**src/rtl/noc_arb_pkg.sv**
```systemverilog
// rtl/noc_arb_pkg.sv - shared types and helpers for NoC round-robin arbiters
package noc_arb_pkg;

    typedef enum logic {
        ARB_IDLE   = 1'b0,
        ARB_LOCKED = 1'b1
    } arb_state_e;

    // Index width for n entries, never narrower than one bit.
    function automatic int idx_width(input int n);
        return (n > 1) ? $clog2(n) : 1;
    endfunction

endpackage

```
**src/rtl/onehot_mux.sv**
```systemverilog
// rtl/onehot_mux.sv - AND-OR one-hot multiplexer, zero output when select is empty
module onehot_mux #(
    parameter int N = 4,
    parameter int W = 32
) (
    input  logic [N-1:0]        sel,
    input  logic [N-1:0][W-1:0] data,
    output logic [W-1:0]        out
);

    always_comb begin
        out = '0;
        for (int i = 0; i < N; i++) begin
            out |= data[i] & {W{sel[i]}};
        end
    end

endmodule

```
**src/rtl/rr_pick.sv**
```systemverilog
// rtl/rr_pick.sv - combinational round-robin pick, searching upward from prio_ptr with wrap
module rr_pick
    import noc_arb_pkg::*;
#(
    parameter int N    = 4,
    parameter int IdxW = idx_width(N)
) (
    input  logic [N-1:0]    req,
    input  logic [IdxW-1:0] prio_ptr,
    output logic [N-1:0]    winner_oh,
    output logic [IdxW-1:0] winner_idx
);

    logic [N-1:0] mask;
    logic [N-1:0] masked;
    logic [N-1:0] pick_src;

    always_comb begin
        mask = '0;
        for (int i = 0; i < N; i++) begin
            mask[i] = (IdxW'(i) >= prio_ptr);
        end
    end

    // Requests at or above the pointer win; otherwise fall back to the wrapped search.
    assign masked    = req & mask;
    assign pick_src  = (|masked) ? masked : req;
    assign winner_oh = pick_src & (~pick_src + N'(1));

    always_comb begin
        winner_idx = '0;
        for (int i = 0; i < N; i++) begin
            winner_idx |= winner_oh[i] ? IdxW'(i) : '0;
        end
    end

endmodule

```
**src/rtl/rr_lock_arbiter.sv**
```systemverilog
// rtl/rr_lock_arbiter.sv - round-robin arbiter with packet (wormhole) grant locking
module rr_lock_arbiter
    import noc_arb_pkg::*;
#(
    parameter int InputWidth = 4,
    parameter int DataWidth  = 32
) (
    input  logic                                  clk_i,
    input  logic                                  rst_i,
    input  logic [InputWidth-1:0]                 req_valid_i,
    input  logic [InputWidth-1:0]                 req_last_i,
    input  logic [InputWidth-1:0][DataWidth-1:0]  req_data_i,
    output logic [InputWidth-1:0]                 req_ready_o,
    output logic                                  out_valid_o,
    output logic                                  out_last_o,
    output logic [DataWidth-1:0]                  out_data_o,
    input  logic                                  out_ready_i,
    output logic [InputWidth-1:0]                 grant_oh_o,
    output logic                                  locked_o
);

    localparam int IdxW = idx_width(InputWidth);
    localparam logic [IdxW-1:0] LastIdx = IdxW'(InputWidth - 1);

    arb_state_e            state_q, state_d;
    logic [IdxW-1:0]       prio_ptr_q, prio_ptr_d;
    logic [IdxW-1:0]       lock_idx_q, lock_idx_d;
    logic [IdxW-1:0]       pick_idx, grant_idx;
    logic [InputWidth-1:0] pick_oh, grant_oh;
    logic                  fire;

    // Explicit wrap so non-power-of-two widths never index past the last requester.
    function automatic logic [IdxW-1:0] wrap_inc(input logic [IdxW-1:0] idx);
        return (idx == LastIdx) ? '0 : idx + 1'b1;
    endfunction

    rr_pick #(
        .N    (InputWidth),
        .IdxW (IdxW)
    ) u_pick (
        .req        (req_valid_i),
        .prio_ptr   (prio_ptr_q),
        .winner_oh  (pick_oh),
        .winner_idx (pick_idx)
    );

    onehot_mux #(
        .N (InputWidth),
        .W (DataWidth)
    ) u_data_mux (
        .sel  (grant_oh),
        .data (req_data_i),
        .out  (out_data_o)
    );

    always_ff @(posedge clk_i or posedge rst_i) begin
        if (rst_i) begin
            state_q    <= ARB_IDLE;
            prio_ptr_q <= '0;
            lock_idx_q <= '0;
        end else begin
            state_q    <= state_d;
            prio_ptr_q <= prio_ptr_d;
            lock_idx_q <= lock_idx_d;
        end
    end

    always_comb begin
        state_d    = state_q;
        prio_ptr_d = prio_ptr_q;
        lock_idx_d = lock_idx_q;
        if (fire) begin
            if (out_last_o) begin
                state_d    = ARB_IDLE;
                prio_ptr_d = wrap_inc(grant_idx);
            end else if (state_q == ARB_IDLE) begin
                state_d    = ARB_LOCKED;
                lock_idx_d = grant_idx;
            end
        end
    end

    // Grant is forced empty while reset is held so outputs drop without a clock edge.
    always_comb begin
        grant_oh  = '0;
        grant_idx = pick_idx;
        if (!rst_i) begin
            if (state_q == ARB_LOCKED) begin
                grant_oh  = InputWidth'(1) << lock_idx_q;
                grant_idx = lock_idx_q;
            end else begin
                grant_oh = pick_oh;
            end
        end
    end

    assign out_valid_o = |(grant_oh & req_valid_i);
    assign out_last_o  = |(grant_oh & req_last_i);
    assign req_ready_o = grant_oh & {InputWidth{out_ready_i}};
    assign grant_oh_o  = grant_oh;
    assign locked_o    = (state_q == ARB_LOCKED);
    assign fire        = out_valid_o & out_ready_i;

    a_grant_onehot: assert property (@(posedge clk_i) disable iff (rst_i)
        $onehot0(grant_oh_o));

    a_ready_onehot: assert property (@(posedge clk_i) disable iff (rst_i)
        $onehot0(req_ready_o));

    a_lock_stable: assert property (@(posedge clk_i) disable iff (rst_i)
        (state_q == ARB_LOCKED && !(fire && out_last_o)) |=> $stable(grant_oh_o));

endmodule

```
**config.mk**
```make
export PLATFORM = sky130hd
export DESIGN_NAME = rr_lock_arbiter
export DESIGN_NICKNAME = d
export VERILOG_FILES = /design/src/rtl/noc_arb_pkg.sv /design/src/rtl/onehot_mux.sv /design/src/rtl/rr_pick.sv /design/src/rtl/rr_lock_arbiter.sv
export SDC_FILE = /design/constraint.sdc
export NUM_CORES = 1
export LEC_CHECK = 0
export CAP_MARGIN = 5
export CORE_ASPECT_RATIO = 1.1
export CORE_UTILIZATION = 23
export CTS_CLUSTER_DIAMETER = 40
export DETAILED_ROUTE_END_ITERATION = 6
export PLACE_DENSITY_LB_ADDON = 0.12
export SLEW_MARGIN = 30
export SYNTH_ARGS = -nofsm -noshare
export SYNTH_HDL_FRONTEND = slang
export SYNTH_SLANG_ARGS = --single-unit
```
**constraint.sdc**
```tcl
create_clock -name clk_i -period 2.88 [get_ports clk_i]
set_input_delay 0.576 -clock clk_i [delete_from_list [all_inputs] [get_ports clk_i]]
set_output_delay 0.576 -clock clk_i [all_outputs]
set_load 0.01 [all_outputs]
```
; After elaboration in Yosys (flattened, before gate mapping)
; Index checks and enable logic that the tools add are counted.
[word_totals]
register_bits = 5
wordCells = 44
output_inout_bits = 43
[classes]
reduce_logical = 5
n_eq_ne = 1
shift = 1
n_bitwise = 18
muxes = 10
n_addsub = 2
order_cmp = 4
[ops]
columns = op, count
row1 = $and 32x32->32, 4
row2 = $or 32x32->32, 3
row3 = $and 4x4->4, 5
row4 = $mux 4, 3
row5 = $reduce_or 4->1, 3
row6 = $mux 2, 5
row7 = $add 4x1->4 const B, 1
row8 = $ge 1x2->1 const A, 2
row9 = $ge 2x2->1 const A, 2
row10 = $not 4->4, 1
row11 = $or 2x2->2, 2
row12 = $shl 1x2->4 const A, 1
row13 = $reduce_and 3->1, 1
row14 = $add 2x1->2 const B, 1
row15 = $eq 2x2->1 const B, 1
row16 = $mux 1, 2
row17 = $not 1->1, 2
row18 = $reduce_and 2->1, 1
row19 = $and 1x1->1, 1

; Longest topological paths before layout
[logic_depth]
depth_word = 14
mapped_depth = 7
mapped_depth_nobuf = 6

; By module
; A second synthesis with hierarchy kept.
[unflattened]
cells_unflattened = 199
area_unflattened_um2 = 1426.4
[modules_own_cells]
columns = module, seq_area_each_um2, n_inst, area_each_um2, cells_per_inst
row1 = onehot_mux, 0.0, 1, 705.7, 108
row2 = rr_lock_arbiter, 125.1, 1, 524.3, 60
row3 = rr_pick, 0.0, 1, 196.4, 31

; Least setup slack after synthesis
; Ideal clock, no wire load.
[synth_timing]
path_kind = input port to output port
startpoint = in req_valid_i[0]
endpoint = out out_data_o[10]
path_slack_ns = 0.436
path_buffers = 2
t_arrival_ns = 1.868
path_stages = 7
path_cell_list = buf_2 o21ai_0 o2111ai_1 a21oi_2 clkbuf_1 a222oi_1 nand2_1
[synth_between]
elab_chain_cells = 12
[synth_rtl]
columns = item, line
row1 = "start, declared", rr_lock_arbiter.sv:10  ; input logic [InputWidth-1:0] req_valid_i,
row2 = $and 4x4->4, rr_pick.sv:26  ; assign masked = req & mask;
row3 = $reduce_or 4->1, rr_pick.sv:27  ; assign pick_src = (|masked) ? masked : req;
row4 = $mux 4 *, rr_pick.sv:27
row5 = $not 4->4, rr_pick.sv:28  ; assign winner_oh = pick_src & (~pick_src + N'(1));
row6 = $add 4x1->4, rr_pick.sv:28
row7 = $and 4x4->4 *, rr_pick.sv:28
row8 = $mux 4 *, rr_lock_arbiter.sv:88  ; if (state_q == ARB_LOCKED) begin
row9 = $mux 4 *, rr_lock_arbiter.sv:87  ; if (!rst_i) begin
row10 = $and 32x32->32, onehot_mux.sv:14  ; out |= data[i] & {W{sel[i]}};
row11 = $or 32x32->32 (2 in series), onehot_mux.sv:14
row12 = $or 32x32->32 *, onehot_mux.sv:14
row13 = "end, declared", rr_lock_arbiter.sv:16  ; output logic [DataWidth-1:0] out_data_o,
; Mark *: on every way between the ends. The rest lies on a longest branch, timed or not.

; Worst setup path in the final report
[layout_timing]
startpoint = in req_valid_i[3]
endpoint = out out_data_o[29]
; Same word-level chain as after synthesis.

==> out/results.ini <==
[status]
status=finished with violations
failed_checks=design-rule violations

[timing]
worst_slew_pin_slew_ns=0.483
relSlewSlack=0.675
rsz0062_at_grt=false
setup_viol=0
fin_crit_sh=0.984
hold_viol=0
drv_slew=0
fin_crit_ns=2.83
setup-tns-final_ns=0
max_freq_mhz=353
timing.hold.ws_ns=0.542
finClkSkew_ns=0.00155

[worst_setup_path]
arrival_ns=2.26
path_cells=clkdlybuf4s15_2, inv_1, a311oi_2, o2bb2ai_4, bufbuf_16, a222oi_1, nand2_1, dlygate4sd2_1
critPathRequiredTime_ns=2.30
max_stage_delay_ns=0.34
worst_path_max_delay_cell=a311oi_2
cp_max_fo=13
setup.worst_path.class=primary input to output pin
r2r_start=prio_ptr_q[0]
r2r_slack_ns=0.68
end_kind=output pin
rr_worst_depth=9
r2r-end=prio_ptr_q[0]
cp-start-kind=primary input

[hold_path]
min_path_type=primary input to asynchronous set/reset pin

[layout]
area.growth.synth_to_final_pct=189
final_net_count=521
diodes=0
fill_cells=433
layout_common_cells=clkdlybuf4s50_1 (140), nand2_1 (69), a222oi_1 (32), buf_4 (20), dlygate4sd2_1 (19)
final_common_cell=clkdlybuf4s50_1
drive_above_1_share=0.168

[clock_network]
cts_sinks=5
clk_pin_slew_ns=0.04
cts_root_buf=clkbuf_8
numCtsBuffers=3
hold_buffers=0
cts_max_level=1
insertion_delay_ns=0.23
clockBufferDepth=2
cts_tree=done

[drt]
vias=2393
top_layer=met4
drtIter0Drc=357
drcViolationCount=5
antenna_left=0
wl_met2_um=4030
avgViaCountPerCell=5.45
firstDrtPassIters=7
wl_met3_um=798
wl_um=8240
wl_per_cell_um=18.8
wl_met1_um=3230

[power]
power_density_mw_per_mm2=654
seqPwrFrac=0.081
intPower_mw=1.22
p_comb_frac=0.858
switching_share=0.455
power_frac_clock=0.061
leakage_nw=1.52
switchingPower_mw=1.02
vdd_drop_max_mv=0.327

[flow_run]
max-cap-violations=0

[floorplanning]
start_util=0.238
fp.dieH_um=77.2
floorplan.rows=27
core_mm2=0.00497
fp.dieW_um=70.4
num_io_pins=182
die_area_mm2=0.00543

[synthesis]
synthMuxAreaShare=0.0571
synth-adder-area-share=0
ys_types=31
yosysWarnings=0
synth_compound_area_frac=0.443
ys_seq_elements=5
synth_area_mm2=0.00118
synth_xor_area_frac=0.00741
synthesis.instances=181
synth-simple-area-share=0.306
synth_seq_area_share=0.106
postSynthAreaPerCell_um2=6.53
synth_top_family_by_area=compound AO/OA/AOI/OAI gates
syn_nets=320

[global_route]
grt_use_total=0.286
antenna_found_initial=0
grt_pass1_vias=2319
grt_pass1_wl_um=12100
grt_max_degree=20
grt_overflow_total=0

[place]
hpwlAfterDp_um=6260
portBuffers=181
place_congestion=0.925

==> critical path, delay by kind of cell <==
family	cells	cell delay, ns
AOI/OAI and AO/OA	3	0.73
buffers and inverters	4	0.86
and+or+nand+nor	1	0.09
==> synthesized netlist by cell type <==
cell       instances  area share
o2111ai_1          2       0.015
mux2_4             1       0.013
o2bb2ai_1          1      0.0074
and2_1             4       0.021
nor2_1             7       0.022
a311oi_1           1      0.0074
a21oi_1            5       0.021
nand2b_1           3       0.016
nor2b_1            1      0.0053
a21oi_2            2       0.015
o21a_1             2       0.013
nor3_1             2      0.0085
buf_2              4       0.017
and3_1             1      0.0053
clkbuf_1          10       0.032
mux4_2             1       0.019
nand3_1            2      0.0085
dfrtp_1            5        0.11
o2bb2ai_2          1       0.013
a222oi_1          32        0.27
mux2i_1            3       0.025
o32ai_2            1       0.014
xnor2_1            1      0.0074
a31oi_1            1      0.0053
o211ai_1           2       0.013
inv_1              8       0.025
o21ai_0            5       0.021
nand2_1           69        0.22
buf_4              1      0.0064
a22oi_2            2       0.021
a221oi_1           1      0.0074
==> state kept, by name, indices dropped and copies added, names as in the netlist <==
name        flops
prio_ptr_q      2
locked_o        1
lock_idx_q      2
==> power groups by stage <==
stage	logic [mW]	clock network, mW	registers (mW)
final	1.92	0.137	0.181
after global routing	2.05	0.148	0.188
after CTS	1.88	0.136	0.173
after detailed placement	1.88	0	0.162
after global placement	1.86	0	0.161
after floorplan	0.830	0	0.145
==> through the flow <==
step                       util  total power, mW  cells  instance area [µm²]  setup WS, ns
final                     0.689             2.24    439                 3420        0.0450
after floorplan               -            0.975    181                 1180         0.436
after CTS                 0.687             2.19    438                 3410       0.00215
after global placement    0.649             2.03    427                 3220        -0.508
after global routing      0.689             2.39    439                 3420       0.00388
after detailed placement  0.649             2.04    427                 3220        -0.555
==> per-layer routing <==
metal,global-route usage,vias to the layer above
li1,-,1106
met1,0.360,1107
met2,0.490,163
met3,0.0499,17
met4,0.0860,0
met5,0,-
==> cells by family (layout without fill, tap and decap cells) <==
group           count (synthesis)  in the layout
compound gates                 58             58
xor+xnor                        1              1
mux                             5              5
simple gates                   89             89
buf+inv                        23            223
flops                           5              5
==> cell type report <==
class | instances | area, µm² | area share
Timing Repair Buffer | 211 | 2080 | 0.607
Tap cell | 58 | 72.6 | 0.0212
Inverter | 8 | 30.0 | 0.00878
Clock buffer | 4 | 45.0 | 0.0132
Sequential cell | 5 | 126 | 0.0369
Multi-Input combinational cell | 153 | 1070 | 0.313
==> worst max-delay path by stage <==
| stage | startpoint | to | slack (ns) | depth (start not counted) |
|---|---|---|---|---|
| after floorplan | req_valid_i[0] | out_data_o[10] | 0.44 | 7 |
| after global placement | req_valid_i[2] | out_data_o[25] | -0.51 | 8 |
| after detailed placement | req_valid_i[2] | out_data_o[0] | -0.55 | 8 |
| after CTS | req_valid_i[3] | out_data_o[3] | 0.002 | 9 |
| after global routing | req_valid_i[3] | out_data_o[4] | 0.004 | 9 |
| final | req_valid_i[3] | out_data_o[29] | 0.05 | 8 |
==> repair_timing <==
| item | CTS | global route |
|---|---|---|
| pin swaps | 12 | 28 |
| resized for setup | 67 | 30 |
| endpoints found under the hold margin | 0 | 0 |
| setup endpoints to repair | 42 | 31 |
| gates cloned | 2 | 0 |
| setup buffers | 5 | 1 |
Power figures use the tool's default switching activity.
